--- config.mk ---
export PLATFORM = sky130hd
export DESIGN_NAME = multilane_serializer
export DESIGN_NICKNAME = d
export VERILOG_FILES = /design/src/rtl/serializer_pkg.sv /design/src/rtl/word_stage.sv /design/src/rtl/multilane_serializer.sv
export SDC_FILE = /design/constraint.sdc
export NUM_CORES = 1
export LEC_CHECK = 0
export CAP_MARGIN = 30
export CELL_PAD_IN_SITES_DETAIL_PLACEMENT = 0
export CELL_PAD_IN_SITES_GLOBAL_PLACEMENT = 2
export CORE_UTILIZATION = 36
export DETAILED_ROUTE_END_ITERATION = 8
export GPL_TIMING_DRIVEN = 0
export MAX_ROUTING_LAYER = met4
export PLACE_DENSITY_LB_ADDON = 0.2
export RECOVER_POWER = 25
export SETUP_SLACK_MARGIN = 0.4
export SYNTH_ARGS = -nofsm -noshare
export SYNTH_HDL_FRONTEND = slang
export SYNTH_HIERARCHICAL = 1
export SYNTH_SLANG_ARGS = --single-unit
--- constraint.sdc ---
create_clock -name i_clk -period 2 [get_ports i_clk]
set_input_delay 0.5 -clock i_clk [delete_from_list [all_inputs] [get_ports i_clk]]
set_output_delay 0.5 -clock i_clk [all_outputs]
set_load 0.02 [all_outputs]
--- src/rtl/serializer_pkg.sv ---
// Shared definitions for the multilane serializer.
// Holds FSM state encodings and the beat-count/counter-width helpers.
package serializer_pkg;

    localparam logic [0:0] ST_IDLE  = 1'b0;
    localparam logic [0:0] ST_SHIFT = 1'b1;

    function automatic int beats_f(input int dw, input int lw);
        return dw / lw;
    endfunction

    // Counter must hold 0..BEATS-1; never narrower than one bit.
    function automatic int cnt_w_f(input int dw, input int lw);
        return (dw / lw > 1) ? $clog2(dw / lw) : 1;
    endfunction

endpackage

--- src/rtl/word_stage.sv ---
// One-word staging register with full flag in front of the shifter.
// Ports: i_clk/i_rst/i_en control, iv_din/i_din_valid/o_din_ready
// upstream handshake, i_take empties it, o_full/ov_word to the shifter.
module word_stage #(
    parameter int DATA_W = 24
) (
    input  logic              i_clk,
    input  logic              i_rst,
    input  logic              i_en,
    input  logic [DATA_W-1:0] iv_din,
    input  logic              i_din_valid,
    input  logic              i_take,
    output logic              o_din_ready,
    output logic              o_full,
    output logic [DATA_W-1:0] ov_word
);

    logic              full_q, full_d;
    logic [DATA_W-1:0] word_q, word_d;
    logic              accept;

    assign o_din_ready = i_en & ~full_q;
    assign accept      = o_din_ready & i_din_valid;

    // Accept and take are exclusive: one needs empty, the other full.
    always_comb begin
        full_d = full_q;
        word_d = word_q;
        if (accept) begin
            full_d = 1'b1;
            word_d = iv_din;
        end else if (i_take) begin
            full_d = 1'b0;
        end
    end

    always_ff @(posedge i_clk) begin
        if (i_rst) begin
            full_q <= 1'b0;
            word_q <= '0;
        end else if (i_en) begin
            full_q <= full_d;
            word_q <= word_d;
        end
    end

    assign o_full  = full_q;
    assign ov_word = word_q;

endmodule

--- src/rtl/multilane_serializer.sv ---
// Parallel-to-serial converter emitting LANE_W bits per beat.
// Ports: i_clk/i_rst/i_en control, iv_din/i_din_valid/o_din_ready input,
// ov_dout/o_dout_valid/i_dout_ready/o_last output beats, o_busy status.
module multilane_serializer
    import serializer_pkg::*;
#(
    parameter int DATA_W    = 24,
    parameter int LANE_W    = 1,
    parameter bit MSB_FIRST = 1'b0
) (
    input  logic              i_clk,
    input  logic              i_rst,
    input  logic              i_en,
    input  logic [DATA_W-1:0] iv_din,
    input  logic              i_din_valid,
    output logic              o_din_ready,
    output logic [LANE_W-1:0] ov_dout,
    output logic              o_dout_valid,
    input  logic              i_dout_ready,
    output logic              o_last,
    output logic              o_busy
);

    localparam int BEATS = beats_f(DATA_W, LANE_W);
    localparam int CNT_W = cnt_w_f(DATA_W, LANE_W);
    localparam logic [CNT_W-1:0] LAST_CNT = CNT_W'(BEATS - 1);

    if ((DATA_W % LANE_W) != 0 || (DATA_W / LANE_W) < 2) begin : g_bad_param
        $error("multilane_serializer: DATA_W must be a multiple of LANE_W with >= 2 beats");
    end

    logic [0:0]        state_q, state_d;
    logic [CNT_W-1:0]  cnt_q, cnt_d;
    logic [DATA_W-1:0] sh_q, sh_d;
    logic [DATA_W-1:0] sh_next;
    logic [LANE_W-1:0] lane;

    logic              stg_full;
    logic [DATA_W-1:0] stg_word;
    logic              shifting;
    logic              last;
    logic              beat;
    logic              load;

    word_stage #(
        .DATA_W (DATA_W)
    ) u_stage (
        .i_clk       (i_clk),
        .i_rst       (i_rst),
        .i_en        (i_en),
        .iv_din      (iv_din),
        .i_din_valid (i_din_valid),
        .i_take      (load),
        .o_din_ready (o_din_ready),
        .o_full      (stg_full),
        .ov_word     (stg_word)
    );

    // The output lane always sits at the end the register shifts toward.
    if (MSB_FIRST) begin : g_msb
        assign lane    = sh_q[DATA_W-1 -: LANE_W];
        assign sh_next = sh_q << LANE_W;
    end else begin : g_lsb
        assign lane    = sh_q[LANE_W-1:0];
        assign sh_next = sh_q >> LANE_W;
    end

    assign shifting = (state_q == ST_SHIFT);
    assign last     = shifting & (cnt_q == LAST_CNT);
    assign beat     = i_en & shifting & i_dout_ready;
    // Reload on the final accepted beat keeps back-to-back words gapless.
    assign load     = i_en & stg_full & (~shifting | (beat & last));

    always_comb begin
        state_d = state_q;
        cnt_d   = cnt_q;
        sh_d    = sh_q;
        if (load) begin
            state_d = ST_SHIFT;
            cnt_d   = '0;
            sh_d    = stg_word;
        end else if (beat) begin
            sh_d = sh_next;
            if (last) begin
                state_d = ST_IDLE;
                cnt_d   = '0;
            end else begin
                cnt_d = cnt_q + CNT_W'(1);
            end
        end
    end

    always_ff @(posedge i_clk) begin
        if (i_rst) begin
            state_q <= ST_IDLE;
            cnt_q   <= '0;
            sh_q    <= '0;
        end else if (i_en) begin
            state_q <= state_d;
            cnt_q   <= cnt_d;
            sh_q    <= sh_d;
        end
    end

    assign o_dout_valid = i_en & shifting;
    assign ov_dout      = o_dout_valid ? lane : '0;
    assign o_last       = last;
    assign o_busy       = stg_full | shifting;

endmodule

==> results <==
- The fill cell total of the finished layout is about 700.
- Of the total power, combinational logic draws 0.168.
- The part of the Yosys area used for sequential elements is 0.394.
- TritonCTS created 5 clock buffers.
- The buffers plus inverters on the worst setup path is 3.
- The final cycle utilization of the critical path is 0.939.
- The analysis attributes to cell leakage a power of approximately 1.6 nW.
- The number of max-cap violations is 0.
- After global routing the overflow that remains totals 0.
- In this run the cell area of the synthesized design comes to about 2800 µm².
- After floorplanning, the core was divided into 31 placement rows.
- The first global-routing pass estimated 10.5 mm of wire.
- The commonest cells after synthesis are sky130_fd_sc_hd__dfxtp_1, sky130_fd_sc_hd__mux2i_1, sky130_fd_sc_hd__nand2b_1, sky130_fd_sc_hd__nor2_1, sky130_fd_sc_hd__a221oi_2.
- The ratio of cells with drive above 1 in the final layout is 0.293.
- The count of port buffers added during placement is 32.
- A synthesized cell averages around 11 µm².
- The starting density of the core is 0.380.
- Setup violations remaining at the end of the flow were counted as 0.
- The number of nets in the finished design is approximately 360.
- The footprint of the flip-flops and latches is roughly 1100 µm².
- In this run the worst hold path is classified as in2reg.
- In the synthesized netlist the async set-or-reset flop fraction comes to 0.
- The number of diodes added for antenna fixing is 0.
- The H-tree depth reported by CTS is 2.
- The via count of the first global-routing pass is roughly 2100.
- The buffer levels on the longest clock path is 2.
- The clock latency reported for the late side of the worst-skew pair is 0.30 ns.
- Routability-driven placement finished with a final weighted congestion of 0.734.
- For hold timing, the worst endpoint is u_stage/o_full.
- The signal on the critical path passes through dlygate4sd3_1 > and3b_1 > clkbuf_1 > buf_12 > mux2i_1.
- For the pin with the worst max-slew slack, the measured transition is about 0.74 ns.
- The startpoint identified for the worst register-to-register timing path is cnt_q[0].
- The worst path meets setup with roughly 0.12 ns of slack.
- Internal power comes to between 1.5 and 2 mW.
- The worst-case reg-to-reg path depth is 9.
- The wire-length estimate of the detail-placed layout is roughly 4 mm.
- Of the post-synthesis cell area, the dominant cell type holds 0.394.
- The part of the total power dissipated in the clock network is 0.335.
- The delay of the slowest critical-path stage is between 0.5 and 0.6 ns.
- Grouping stages by cell kind, the critical path spends the most delay in buffers and inverters.
- Entering global routing, the biggest net connects 18 pins.
- For flop-to-flop paths, the worst setup slack is roughly 0.13 ns.
- The cell at the root of the clock tree is sky130_fd_sc_hd__clkbuf_8.
- The synthesized netlist contains 37 unique library cells.
- The placement-stage worst setup slack is -0.550 ns.
- The slowest stage of the critical path belongs to the cell sky130_fd_sc_hd__dlygate4sd3_1.
- The origin of the worst min-delay path is i_en.
- The most used flip-flop cell after synthesis is sky130_fd_sc_hd__dfxtp_1.
- The sequential share of power is 0.496.
- The number of antenna-violating nets in the routed design is 0.
- The aggregate global-route resource usage is 0.167.
- The number of register bits inferred by synthesis is 55.
- Setup repair after global routing could not meet its margin everywhere.
- The top-level port count is 34.
- The post-layout total power is between 2 and 2.5 mW.
- For this design the total switching power over the nets is slightly below 0.6 mW.
- For the final database, setup skew stands at about 0.0037 ns.
- The number of hold buffers added after CTS was 0.
- The core region is between 7000 and 8000 µm².
- Counting every net in the synthesized netlist gives 291.
- The initial DRC count is 61.
- The cell count after synthesis is around 260.
- Compared with the post-synthesis result, the final layout area differs by 34.9%.
- The chip width is about 90 µm.
- The clock period minus final worst setup slack is around 1.9 ns.
- The capture instance of the worst register-to-register path is sh_q[22].
- The highest attainable clock frequency is 0.532 GHz.
- The number of gates on the worst path with buffers counted is 5.
- The count of vias placed by the detailed router is 2093.
- The routed length per placed instance is ~15 µm.
- The synthesized design contains 0 enable-type register cells.
- In this run the tightest slew margin relative to its limit is 0.505.
- Counting instances, the worst hold path has a depth of 2.
- After detailed routing, the number of remaining DRC violations is 0.
- The die covers roughly 8100 µm².
- The flow ran to the end, and the final reports show no timing, DRC or antenna violations.
- For this run, the number of Yosys warnings is 6.
- In the post-synthesis netlist, the biggest area contributors are sky130_fd_sc_hd__dfxtp_1, sky130_fd_sc_hd__mux2i_1, sky130_fd_sc_hd__nand2b_1, sky130_fd_sc_hd__a221oi_2, sky130_fd_sc_hd__nor2_1.
- The total iterations of the first detailed-routing run is 4.
- The clock tree from TritonCTS is done.
- The via count normalized by instance count is approximately 4.9.
- After clock tree synthesis, the clock-pin slew on the worst setup and hold paths is around 0.10 ns.
- The total count of max-transition violations in the final report is 0.
- The library cell occupying the most area in the post-synthesis netlist is sky130_fd_sc_hd__dfxtp_1.
- The count of endpoints failing hold in the final timing report is 0.
- The worst setup path is captured at a flop.
- At the worst endpoint, the arrival time is approximately 2.1 ns.
- The height of the chip is 90.2 µm.
- The maximum VDD drop is about 0.0003 V.
- The total area of multi-input combinational cells is about 1600 µm².
- The power density over the cells is ~630 nW/µm².
- The sort of element at the start of the critical path is an input pin.
- The fraction of power spent switching nets is 0.246.
- For the worst setup path, the data required time is around 2.2 ns.
- The number of antenna violations at the first check in global routing is 0.
- The detailed-route wire length is ~6.2 mm.
- CTS saw 55 sinks.
- The most repeated cell in the gate-level netlist after synthesis is sky130_fd_sc_hd__dfxtp_1.
- The critical path is of the in2reg type.
- The largest driver fanout on the critical path is 10.
-- power by group through the flow --
stage,registers (mW),logic (mW),clock network [mW]
2_1_floorplan,1.19,0.223,0
3_3_place_gp,1.20,0.330,0
3_5_place_dp,1.20,0.332,0
4_1_cts,1.18,0.390,0.819
5_1_grt,1.18,0.434,0.876
6_report,1.18,0.399,0.795
-- through the flow --
stage	area [µm²]	utilization	hold slack [ns]	cells	setup TNS (ns)
2_1_floorplan	2800	-	0.449	261	0
3_3_place_gp	3240	0.440	0.463	392	-8.22
3_5_place_dp	3240	0.440	0.464	392	-7.48
4_1_cts	3680	0.499	0.444	422	0
5_1_grt	3770	0.512	0.428	427	0
6_report	3770	0.512	0.442	427	0
-- area by class of cell --
cell class	instances	share of cell area
Multi-Input combinational cell	182	0.415
Timing Repair Buffer	59	0.165
Sequential cell	55	0.294
Clock buffer	6	0.0219
Clock inverter	2	0.0103
Inverter	1	0.000995
Buffer	23	0.0600
Tap cell	99	0.0328
-- state kept, by name, indices dropped and copies added, names as in the netlist --
| signal | flops |
|---|---|
| u_stage/ov_word | 24 |
| sh_q | 24 |
| u_stage/o_full | 1 |
| cnt_q | 5 |
| shifting | 1 |
-- per-layer routing --
metal,vias to the layer above,global-route usage,wire length (µm),part of all wire
met5,-,-,0,0
met4,0,0.0363,59,0.0095
met3,7,0.0279,126,0.020
met2,27,0.267,2980,0.48
met1,998,0.220,3070,0.49
li1,1061,-,-,-
-- repair_timing --
item,4_1_cts,5_1_grt
cloned,2,0
setup endpoints to repair,36,34
setup buffers,20,5
pin swaps,25,3
gates resized for setup,57,19
hold endpoints to repair,0,0
-- placed cells by master, fill, tap and decap left out, types with 2 or more instances in the layout --
| cell | Yosys | final |
|---|---|---|
| sky130_fd_sc_hd__o21ai_0 | 2 | 2 |
| sky130_fd_sc_hd__buf_8 | 0 | 2 |
| sky130_fd_sc_hd__buf_16 | 0 | 2 |
| sky130_fd_sc_hd__clkbuf_8 | 0 | 6 |
| sky130_fd_sc_hd__and3b_1 | 2 | 2 |
| sky130_fd_sc_hd__nand2b_1 | 49 | 49 |
| sky130_fd_sc_hd__mux2i_1 | 50 | 50 |
| sky130_fd_sc_hd__a311o_1 | 2 | 2 |
| sky130_fd_sc_hd__a221oi_2 | 20 | 22 |
| sky130_fd_sc_hd__buf_12 | 3 | 7 |
| sky130_fd_sc_hd__or3_1 | 2 | 2 |
| sky130_fd_sc_hd__a21oi_2 | 1 | 2 |
| sky130_fd_sc_hd__dfxtp_2 | 0 | 3 |
| sky130_fd_sc_hd__nand2_1 | 2 | 2 |
| sky130_fd_sc_hd__clkbuf_1 | 9 | 9 |
| sky130_fd_sc_hd__nor2_1 | 23 | 23 |
| sky130_fd_sc_hd__nand4_1 | 3 | 3 |
| sky130_fd_sc_hd__buf_6 | 5 | 18 |
| sky130_fd_sc_hd__buf_4 | 4 | 16 |
| sky130_fd_sc_hd__clkdlybuf4s50_1 | 0 | 24 |
| sky130_fd_sc_hd__a21oi_1 | 4 | 3 |
| sky130_fd_sc_hd__dfxtp_1 | 55 | 51 |
-- worst max path at each step --
stage | startpoint | endpoint | slack (ns)
6_report | i_din_valid | u_stage/ov_word[5] | 0.12
5_1_grt | i_din_valid | u_stage/ov_word[4] | 0.06
4_1_cts | cnt_q[1] | o_last | 0.14
3_5_place_dp | i_en | ov_dout | -0.55
3_3_place_gp | i_en | ov_dout | -0.57
2_1_floorplan | i_en | u_stage/o_full | 0.40
-- cell families (layout without fill, tap and decap cells) --
family / count (synthesis) / count (layout) / synth area share
simple gates: 93 / 93 / 0.193
flops: 55 / 55 / 0.394
mux: 50 / 50 / 0.179
compound gates: 37 / 37 / 0.158
buf+inv: 24 / 91 / 0.0693
fa+ha+maj: 1 / 1 / 0.00447
xor+xnor: 1 / 1 / 0.00313
Note: power is estimated with default switching activity, not from simulation.
